<file path="src/rtl/viterbi_pkg.sv">
// Shared definitions for the K=3 rate-1/2 convolutional code used by the encoder and the Viterbi decoder.
package viterbi_pkg;
  localparam int         K         = 3;
  localparam logic [2:0] G0        = 3'b111;
  localparam logic [2:0] G1        = 3'b101;
  localparam int         TAIL_BITS = K - 1;
  localparam int         PTR_W     = 3;

  localparam logic [1:0] S00 = 2'b00;
  localparam logic [1:0] S01 = 2'b01;
  localparam logic [1:0] S10 = 2'b10;
  localparam logic [1:0] S11 = 2'b11;

  typedef enum logic [1:0] {IDLE, DATA, TAIL} fsm_e;
endpackage

</file>
<file path="src/rtl/conv_enc_core.sv">
// One trellis step of the K=3 encoder: input bit and state {s1,s0} to coded symbol {c0,c1} and next state.
module conv_enc_core
  import viterbi_pkg::*;
(
  input  logic       b,
  input  logic [1:0] s,
  output logic [1:0] symbol,
  output logic [1:0] next_s
);
  logic [2:0] taps;

  // taps[2] is the newest bit, matching the MSB of the octal generators
  assign taps   = {b, s};
  assign symbol = {^(taps & G0), ^(taps & G1)};
  assign next_s = {b, s[1]};
endmodule

</file>
<file path="src/rtl/conv_encoder_framer.sv">
// Frames a data word into FRAME_BITS+TAIL_BITS coded symbols, MSB-first, with zero tail flush.
module conv_encoder_framer #(
  parameter int FRAME_BITS = 6,
  parameter int TAIL_BITS  = viterbi_pkg::TAIL_BITS,
  parameter int PTR_W      = viterbi_pkg::PTR_W,
  parameter int CNT_W      = 8
) (
  input  logic                  clk,
  input  logic                  rst,
  input  logic [FRAME_BITS-1:0] data_in,
  input  logic                  valid_in,
  output logic                  ready_out,
  output logic [1:0]            symbol_out,
  output logic                  valid_out,
  input  logic                  ready_in,
  output logic [PTR_W-1:0]      write_pointer_out,
  output logic                  last_out,
  output logic [CNT_W-1:0]      frame_count
);
  import viterbi_pkg::fsm_e;
  import viterbi_pkg::IDLE;
  import viterbi_pkg::DATA;
  import viterbi_pkg::TAIL;
  import viterbi_pkg::S00;

  localparam logic [PTR_W-1:0] LAST_PTR  = PTR_W'(FRAME_BITS + TAIL_BITS - 1);
  localparam logic [PTR_W-1:0] DATA_LAST = PTR_W'(FRAME_BITS - 1);

  fsm_e                  state, state_n;
  logic [FRAME_BITS-1:0] shreg, shreg_n;
  logic [1:0]            enc_s, enc_s_n;
  logic [1:0]            sym_n;
  logic                  vld_n, last_n;
  logic [PTR_W-1:0]      ptr_n;
  logic [CNT_W-1:0]      fc_n;
  logic                  hs, accept, enc_b;
  logic [1:0]            enc_sym, enc_ns;

  assign hs        = valid_out && ready_in;
  assign ready_out = rst && ((state == IDLE) || (last_out && hs));
  assign accept    = valid_in && ready_out;

  // The core always computes the symbol that will be registered next; the input bit
  // comes from the new word on accept, the shift register in DATA, and zero in the tail.
  always_comb begin
    enc_b = 1'b0;
    if (accept)
      enc_b = data_in[FRAME_BITS-1];
    else if (state == DATA && write_pointer_out != DATA_LAST)
      enc_b = shreg[FRAME_BITS-1];
  end

  conv_enc_core u_core (
    .b      (enc_b),
    .s      (enc_s),
    .symbol (enc_sym),
    .next_s (enc_ns)
  );

  always_comb begin
    state_n = state;
    shreg_n = shreg;
    enc_s_n = enc_s;
    sym_n   = symbol_out;
    vld_n   = valid_out;
    ptr_n   = write_pointer_out;
    last_n  = last_out;
    fc_n    = frame_count;

    if (hs && last_out) begin
      fc_n    = frame_count + 1'b1;
      vld_n   = 1'b0;
      last_n  = 1'b0;
      state_n = IDLE;
    end

    if (accept) begin
      shreg_n = data_in << 1;
      enc_s_n = enc_ns;
      sym_n   = enc_sym;
      vld_n   = 1'b1;
      ptr_n   = '0;
      last_n  = 1'b0;
      state_n = DATA;
    end else if (hs && !last_out) begin
      ptr_n   = write_pointer_out + 1'b1;
      shreg_n = shreg << 1;
      enc_s_n = enc_ns;
      sym_n   = enc_sym;
      last_n  = (ptr_n == LAST_PTR);
      state_n = (ptr_n > DATA_LAST) ? TAIL : DATA;
    end
  end

  always_ff @(posedge clk) begin
    if (!rst) begin
      state             <= IDLE;
      shreg             <= '0;
      enc_s             <= S00;
      symbol_out        <= '0;
      valid_out         <= 1'b0;
      write_pointer_out <= '0;
      last_out          <= 1'b0;
      frame_count       <= '0;
    end else begin
      state             <= state_n;
      shreg             <= shreg_n;
      enc_s             <= enc_s_n;
      symbol_out        <= sym_n;
      valid_out         <= vld_n;
      write_pointer_out <= ptr_n;
      last_out          <= last_n;
      frame_count       <= fc_n;
    end
  end
endmodule
</file>
<file path="config.mk">
export PLATFORM = sky130hd
export DESIGN_NAME = conv_encoder_framer
export DESIGN_NICKNAME = d
export VERILOG_FILES = /design/src/rtl/viterbi_pkg.sv /design/src/rtl/conv_enc_core.sv /design/src/rtl/conv_encoder_framer.sv
export SDC_FILE = /design/constraint.sdc
export NUM_CORES = 1
export LEC_CHECK = 0
export CORE_MARGIN = 8
export CORE_UTILIZATION = 53
export CTS_CLUSTER_SIZE = 28
export DETAILED_ROUTE_END_ITERATION = 10
export GPL_TIMING_DRIVEN = 0
export PLACE_DENSITY = 0.82
export SLEW_MARGIN = 20
export SYNTH_ARGS = -nofsm -noshare
export SYNTH_HDL_FRONTEND = slang
export SYNTH_HIERARCHICAL = 1
export SYNTH_SLANG_ARGS = --single-unit
export TNS_END_PERCENT = 10
</file>
<file path="constraint.sdc">
create_clock -name clk -period 3.67 [get_ports clk]
set_clock_uncertainty 0.2 [all_clocks]
set_input_delay 0.734 -clock clk [delete_from_list [all_inputs] [get_ports clk]]
set_output_delay 0.734 -clock clk [all_outputs]
set_load 0.02 [all_outputs]
</file>
==> Yosys cells after proc, flatten, opt, wreduce, memory -nomap -nowiden <==
Cells that the tools add are included.
{ "totals": {"regBits": 24, "in_bits": 10} }
{ "op_classes": {"n_addsub": 2, "order_cmp": 1, "eq_ne": 3, "muxes": 15, "bitwise": 1, "reduce_logical": 16} }
{ "op_table": {"columns": ["operator", "n"], "rows": [
  ["2-bit 2-to-1 mux", 7],
  ["6-bit 2-to-1 mux", 2],
  ["8-bit by 1-bit adder with 8-bit output (second input constant)", 1],
  ["1-bit logical AND", 6],
  ["1-bit 2-to-1 mux", 6],
  ["2-bit nonzero test", 3],
  ["3-bit XOR reduction", 2],
  ["3-bit by 1-bit adder with 3-bit output (second input constant)", 1],
  ["3-bit == test (second input constant)", 1],
  ["3-bit greater-than comparator (second input constant)", 1],
  ["3-bit inequality test (second input constant)", 1],
  ["3-bit nonzero test", 1],
  ["2-bit by 1-bit == test with 1-bit output (second input constant)", 1],
  ["2-bit logical NOT", 1],
  ["2-bit OR reduction", 1],
  ["1-bit logical NOT", 1],
  ["1-bit logical OR", 1],
  ["1-bit NOT", 1]
]} }

==> Longest topological paths before layout <==
{ "depth": {"word_depth": 9, "depth_mapped": 8, "ltp_nobuf": 7} }

==> Cells and area by module <==
Netlist, hierarchy kept.
{ "by_module_without_submodules": {"columns": ["module", "instances", "cells_per_inst", "area_per_inst_um2"], "rows": [
  ["conv_encoder_framer", 1, 130, 1194.9],
  ["conv_enc_core", 1, 4, 47.5]
]} }

==> Least setup slack after synthesis <==
No wires, ideal clock.
{ "synth_timing": {"kind": "in2out", "startpoint": "in rst", "endpoint": "out ready_out", "arrival_time_ns": 1.647, "required_ns": 2.736, "setup_slack_ns": 1.089, "path_stages": 4, "cell_sequence": "clkbuf_1 > inv_1 > buf_1 > a21oi_1"} }
{ "synth_via": {"elab_chain_len": 1} }
{ "synth_rtl": {"columns": ["element", "line", "source"], "rows": [
  ["from (decl)", "conv_encoder_framer.sv:9", "input logic rst,"],
  ["1-bit logical AND", "conv_encoder_framer.sv:40", "assign ready_out = rst && ((state == IDLE) || (last_out && hs));"],
  ["to (decl)", "conv_encoder_framer.sv:12", "output logic ready_out,"]
]} }
Every way passes these cells.

==> Worst setup path in the final report <==
{ "layout_timing": {"startpoint": "in ready_in", "endpoint": "out ready_out"} }
{ "layout_via": {"elab_chain_len": 4} }
{ "layout_rtl": {"columns": ["element", "line", "source"], "rows": [
  ["from (decl)", "conv_encoder_framer.sv:15", "input logic ready_in,"],
  ["1-bit logical AND", "conv_encoder_framer.sv:39", "assign hs = valid_out && ready_in;"],
  ["1-bit logical AND", "conv_encoder_framer.sv:40", null],
  ["1-bit logical OR", "conv_encoder_framer.sv:40", null],
  ["1-bit logical AND", "conv_encoder_framer.sv:40", null]
]} }
Every way passes these cells.

==> run summary <==
Status = finished clean
Die Y = 64.4 microns
Core ar. = 2210 sq um
Initial antenna violation count = 0
Pins Over Slew Limit = 0
Dpl hpwl = 2.03 mm
Switch Pwr = 0.000125 W
Asr flop ratio synth = 0%
Cell family with most CP delay = buffers and inverters
RSZ-0062 raised after global routing = no
Routed length per instance = 13.9 microns
Cell Int Power = 0.000368 W
Post-synth top area share = 38.7%
Cell mode on critical path = clkdlybuf4s50_1
Ranking of synthesized cells by area = dfxtp_1 (39%), mux2i_1 (7.3%), a211oi_1 (5.4%), ha_1 (5.0%), nand2_1 (4.8%)
Worst path cell trace = clkdlybuf4s50_1, nand3_2, buf_2, a21oi_1, clkdlybuf4s50_1
Hold_ws = 0.273 ns
Gate Count Post-Synth = 134
Critical Path Sink Type = output pin
Setup Buffers After CTS = 0
Overall Global Routing Usage = 13.2%
Die X-Extent = 64.4 microns
CTS tree = built
WP data arrival = 2.49 ns
Slowest stage cell, crit path = clkdlybuf4s50_1
Initial core utilization = 56.2%
Main synth FF type = dfxtp_1
Syn nets = 149
Layout net count = 178
Min Tclk post-route = 3.42 ns
Share of layout cells above drive strength 1 = 8.64%
First-pass GRT wire length = 4.51 mm
DR DRC count = 0
Cell area after synthesis = 1240 sq um
Fill count = 189
Clock power frac = 28.7%
Clock Tree Root = clkbuf_4
Worst Tran Pin Value = 0.429 ns
Iter 0 DRT Violations = 28
Final WL = 2.63 mm
Crit-path max cell delay = 0.63 ns
Port buffer count = 24
Ant diodes = 0
GRT overflow = 0
Most instantiated cells after synthesis = dfxtp_1 (24), nand2_1 (16), a211oi_1 (9), mux2i_1 (9), a21oi_1 (8)
Critical path peak fanout = 10
Netlist cell types = 39
Leakage power = 0.636 nW
Clock slew at reported path FFs = 0.13 ns
WP buf/inv = 3
Peak Freq = 292 MHz
Yosys Warn Count = 6
Total power per unit cell area = 317 nW/um^2
Sw Ratio = 25.3%
Syn_area_per_cell = 9.27 sq um
Seq/Total Area, Yosys = 38.7%
Clock latency on the worst-skew pair = 0.32 ns
CTS buffer count = 3
Num rows = 17
Vias in the first global route = 1043
Total clock sinks = 24
Area leader, netlist = dfxtp_1
Max IR drop VDD = 0.237 mV
Crit Path Category = input pin to output pin
Max-cap violation count = 0
Resized cells post-CTS = 0
Tcrit/Tclk final = 93.2%
Via Count = 1054
Synthesized flop and latch total = 24
Setup Viol. Count Final = 0
TritonRoute pass-1 iters = 4
Slew headroom = 71.4%
Combinational fraction of design power = 15.4%
Required time worst endpoint = 2.74 ns
Max Buffers Root-to-Sink = 2
Flop pwr share = 55.9%
Die area = 4150 sq um
CTS hold repair buffers = 0
Largest net degree at the start of global routing = 14
Number of nets with antenna violations after routing = 0
H-tree depth = 1
Hold crit path type = flip-flop to flip-flop
Setup_tns = 0 ns
Ports = 26
Fin. Hold Viols = 0
EDFF count, synth = 0
GP Congestion = 0.821
Vias per cell = 5.55
Count leader, synth = dfxtp_1
P&R area growth vs syn = 25.1%
Worst setup SP type = input pin
[flip-flops by register name (all words and copies together) (netlist names)]
signal,flops
last_out,1
valid_out,1
write_pointer_out,3
frame_count,8
enc_s,2
state,2
shreg,5
symbol_out,2
[power by group through the flow]
stage / registers (W) / logic [W] / clock network (W)
after CTS: 0.000275 / 0.0000764 / 0.000149
final: 0.000275 / 0.0000759 / 0.000142
after global placement: 0.000281 / 0.0000747 / 0
after detailed placement: 0.000281 / 0.0000761 / 0
after floorplan: 0.000283 / 0.0000470 / 0
after global routing: 0.000277 / 0.0000834 / 0.000158
[routing by layer]
layer / part of all wire, % / GRT usage, % / vias to the layer above
li1: - / - / 536
met1: 44 / 13.9 / 488
met2: 47 / 22.2 / 23
met3: 6.0 / 4.47 / 7
met4: 2.8 / 7.90 / 0
met5: 0 / 0 / -
[cell usage in the layout (no fill, tap or decap), types with 2 or more instances in the layout]
cell	count
dfxtp_1	24
clkdlybuf4s50_1	24
nand2_1	16
a211oi_1	9
mux2i_1	9
a21oi_1	8
ha_1	5
inv_1	4
buf_2	4
xnor2_1	4
and3_1	4
and2_1	3
o31ai_1	3
nand4_1	3
o21ai_0	3
or3_1	3
nor2_1	3
clkbuf_4	3
clkbuf_1	2
mux2_2	2
o211a_1	2
or4_1	2
xor2_1	2
buf_4	2
[metrics by stage]
step | power (W) | util [%] | area [sq um] | instances | setup slack, ns
final | 0.000493 | 70.2 | 1550 | 190 | 0.248
after global routing | 0.000518 | 70.2 | 1550 | 190 | 0.132
after CTS | 0.000501 | 70.2 | 1550 | 190 | 0.257
after detailed placement | 0.000357 | 68.6 | 1520 | 186 | 0.264
after global placement | 0.000355 | 68.6 | 1520 | 186 | 0.275
after floorplan | 0.000330 | - | 1240 | 134 | 1.09
[worst reg2reg max path, delay by kind of cell (launching register included)]
| kind | cells | cell delay (ns) |
|---|---|---|
| mux | 2 | 0.52 |
| simple gates | 2 | 0.18 |
| compound gates | 1 | 0.17 |
| xor+xnor | 1 | 0.19 |
| flops | 1 | 0.36 |
| buf+inv | 2 | 0.40 |
[logic make-up (layout without fill, tap and decap cells)]
family	Yosys count	count (layout)	share of synthesized area [%]
compound gates	30	30	16.4
buf+inv	14	42	5.84
mux	11	11	9.06
xor+xnor	7	7	6.14
flops	24	24	38.7
fa+ha+maj	5	5	5.04
simple gates	43	43	18.8
[layout make-up]
type,instances,area (sq um),area share [%]
plain buffers,10,57.6,3.70
clock buffers,4,36.3,2.33
inverters,4,15.0,0.966
multi-input cells,96,689,44.4
flip-flops and latches,24,480,30.9
well taps,28,35.0,2.25
repair buffers,24,240,15.5
[worst paths after layout]
check,start,to,slack (ns),cells after the start
max,ready_in,ready_out,0.25,5
min,symbol_out[1]$_SDFFE_PN0P_,symbol_out[1]$_SDFFE_PN0P_,0.27,2
max reg2reg,valid_out$_SDFFE_PN0P_,symbol_out[1]$_SDFFE_PN0P_,1.60,8
min reg2reg,symbol_out[1]$_SDFFE_PN0P_,symbol_out[1]$_SDFFE_PN0P_,0.27,2
No activity file was read; power rests on OpenSTA's default activity.
==> RTL change: new RTL, same flow settings <==
Take the reset off `shreg` and load it in a clocked block of its own.
--- a/src/rtl/conv_encoder_framer.sv
+++ b/src/rtl/conv_encoder_framer.sv
@@ -96,5 +96,4 @@
     if (!rst) begin
       state             <= IDLE;
-      shreg             <= '0;
       enc_s             <= S00;
       symbol_out        <= '0;
@@ -105,5 +104,4 @@
     end else begin
       state             <= state_n;
-      shreg             <= shreg_n;
       enc_s             <= enc_s_n;
       symbol_out        <= sym_n;
@@ -114,3 +112,7 @@
     end
   end
+
+  always_ff @(posedge clk) begin
+    shreg <= shreg_n;
+  end
 endmodule
Formal check against the unedited RTL: same outputs for any inputs over 10 cycles, from zero or initial values and one cycle with rst low; that may be too few to reach the edited logic, so the function may still have changed.
==> RTL change against the unedited design <==
  * Synthesized cell count decreased by 6.0%
  * Sequential cell count unchanged
  * Worst setup slack improved by 49 ps
  * Total power is 12% higher
  * Worst hold slack better by 17 ps
  * Sequential power is 4% higher
  * Count of clock-buffer cells in the layout down 1
  * Via count decreased by 6.4%
  * Wire length decreased by 3.5%
  * Critical path type unchanged
  * Design area is 2.5% higher
  * First-iteration DRC count up 68%
  * Utilization rose by 1.1 points
  * Area after synthesis is 1.0% higher
==> RTL change: results (changes against the unedited design) <==
.. list-table::
   :header-rows: 1

   * - Metric
     - Value
   * - Cell count after placement
     - 179 (-3.8%)
   * - Primary FF master, synth
     - dfxtp_1
   * - Count of placed standard cells in the final layout, fillers left out
     - 183 (-3.7%)
   * - Placement Setup Slack
     - 310 ps (+45.8 ps)
   * - Total track usage
     - 0.124 (-0.00797)
   * - Ranking of synthesized cells by instance count
     - dfxtp_1, nand2_1, a21oi_1
   * - CP Data Arrival Time
     - 2440 ps (-50 ps)
   * - WL per Instance
     - 13.9 um (+0.20%)
   * - Final Wtd Congestion
     - 0.801 (-2.4%)
   * - TritonCTS Buffers
     - 3 (unchanged)
   * - First-pass GRT wire length
     - 4260 um (-5.3%)
   * - Half-perimeter wire length of the detailed placement result
     - 1980 um (-2.4%)
   * - Ys Warns
     - 6 (unchanged)
   * - Filler cell count
     - 172 (-9.0%)
   * - Area of placed instances
     - 1540 sq um (+1.5%)
   * - Port Buffers
     - 25 (+4.2%)
   * - Clock insertion delay at the later pin of the skew report
     - 310 ps
   * - Number of global-route vias before repair
     - 979 (-6.1%)
   * - Post-Synthesis Net Count
     - 141 (-5.4%)
   * - Leak pwr
     - 0.000599 uW (-5.8%)
   * - Number of synthesized flops with an enable pin
     - 5 (+5)
   * - Synth Instances
     - 126 (-6.0%)
   * - Initial antenna violation count
     - 0 (unchanged)
   * - Number of diodes added for antenna fixing
     - 0 (unchanged)
   * - Multi-input gate area
     - 638 sq um (-7.4%)
   * - Most area-consuming cells after synthesis
     - dfxtp_1, edfxtp_1, nand2_1, ha_1, mux2_2
   * - Share of synthesized area occupied by flip-flops and latches
     - 0.423 (+0.0360)
   * - Number of search-and-repair iterations in the first detailed-routing pass
     - 4 (unchanged)
   * - Cell variety after synth
     - 37 (-5.1%)
   * - Async set-reset flop share out of synthesis
     - 0 (unchanged)
   * - Count of routing violations after the opening detailed-route iteration
     - 47 (+68%)
   * - Routed via count
     - 987 (-6.4%)
   * - Nets
     - 171 (-3.9%)
   * - Share of final-layout standard cells stronger than drive strength 1
     - 0.123 (+0.0362)
   * - # resized after CTS
     - 0 (unchanged)
   * - Maximum number of pins on one net before global-route repair
     - 15 (+1)
   * - Post-route ant nets
     - 0 (unchanged)
   * - Clock Tree Buf Depth
     - 2 (unchanged)
   * - Master cell of the clock root buffer
     - clkbuf_4
   * - Worst IR Drop VDD
     - 0.000275 V (+16%)
   * - Buffer count from post-CTS setup fixing
     - 0 (unchanged)
   * - Largest registers ranked by flip-flop count
     - frame_count x8, shreg x5, write_pointer_out x3
   * - Number of H-tree levels
     - 1 (unchanged)
   * - Worst max-slew margin expressed relative to the limit
     - 0.666 (-0.0479)
   * - Clock Pin Slew Worst Setup and Hold Paths
     - 130 ps (about the same)
   * - Master of the slowest instance on the critical path
     - clkdlybuf4s50_1
   * - Path class of the lowest-slack min-delay path
     - reg2reg
   * - Top fanout value on the critical path
     - 10 (unchanged)
   * - Run status
     - finished, final reports clean
   * - DRC violations left
     - 0 (unchanged)
   * - Peak per-stage delay on the critical path
     - 640 ps
-- RTL change: changes by cell type in the layout (fill, tap and decap cells not counted), moves of 3 or more --
cell      delta
a211oi_1     -8
dfxtp_1      -5
edfxtp_1     +5
buf_2        -4
mux2i_1      -4
and3_1       -3
inv_1        +3
mux2_2       +3
-- RTL change: worst max-delay path: cells and delay by family --
family | cells | cell delay, ps
buf+inv | 2 | 1240
simple gates | 1 | 230
compound gates | 1 | 230
-- RTL change: layout make-up --
type	count	share of cell area
timing repair buffer	25	0.157
clock buffer	3	0.0141
tap	28	0.0220
clock inverter	1	0.0189
buffer	8	0.0377
multi-input combinational	87	0.401
inverter	7	0.0165
sequential	24	0.333
-- RTL change: report_power, final --
group / internal [uW] / switching (uW)
combinational: 40.0 / 36.9
sequential: 280 / 5.27
clock: 110 / 77.3
-- RTL change: final timing paths --
check	startpoint	to	slack [ps]	cells past startpoint
worst max register to register	valid_out$_SDFFE_PN0P_	symbol_out[1]$_SDFFE_PN0P_	1490	7
worst min register to register	symbol_out[0]$_SDFFE_PN0P_	symbol_out[0]$_SDFFE_PN0P_	290	2
worst min-delay path	symbol_out[0]$_SDFFE_PN0P_	symbol_out[0]$_SDFFE_PN0P_	290	2
worst max-delay path	ready_in	ready_out	300	4
-- RTL change: cells by family (layout without fill, tap and decap cells) --
family                   count (synthesis)  in the layout  synth area share
AO/OA/AOI/OAI                           23             23             0.138
XOR/XNOR                                 7              7            0.0608
adder cells (fa/ha/maj)                  5              5            0.0499
buffers and inverters                   15             44            0.0688
flip-flops                              24             24             0.423
multiplexers                            10             10            0.0847
AND/OR/NAND/NOR                         42             42             0.175
-- RTL change: metal layers --
metal	vias up	GRT usage	wire length, um
met3	4	0.0361	144
met2	21	0.211	1230
li1	501	-	-
met4	0	0.0490	34
met5	-	0	0
met1	461	0.142	1140
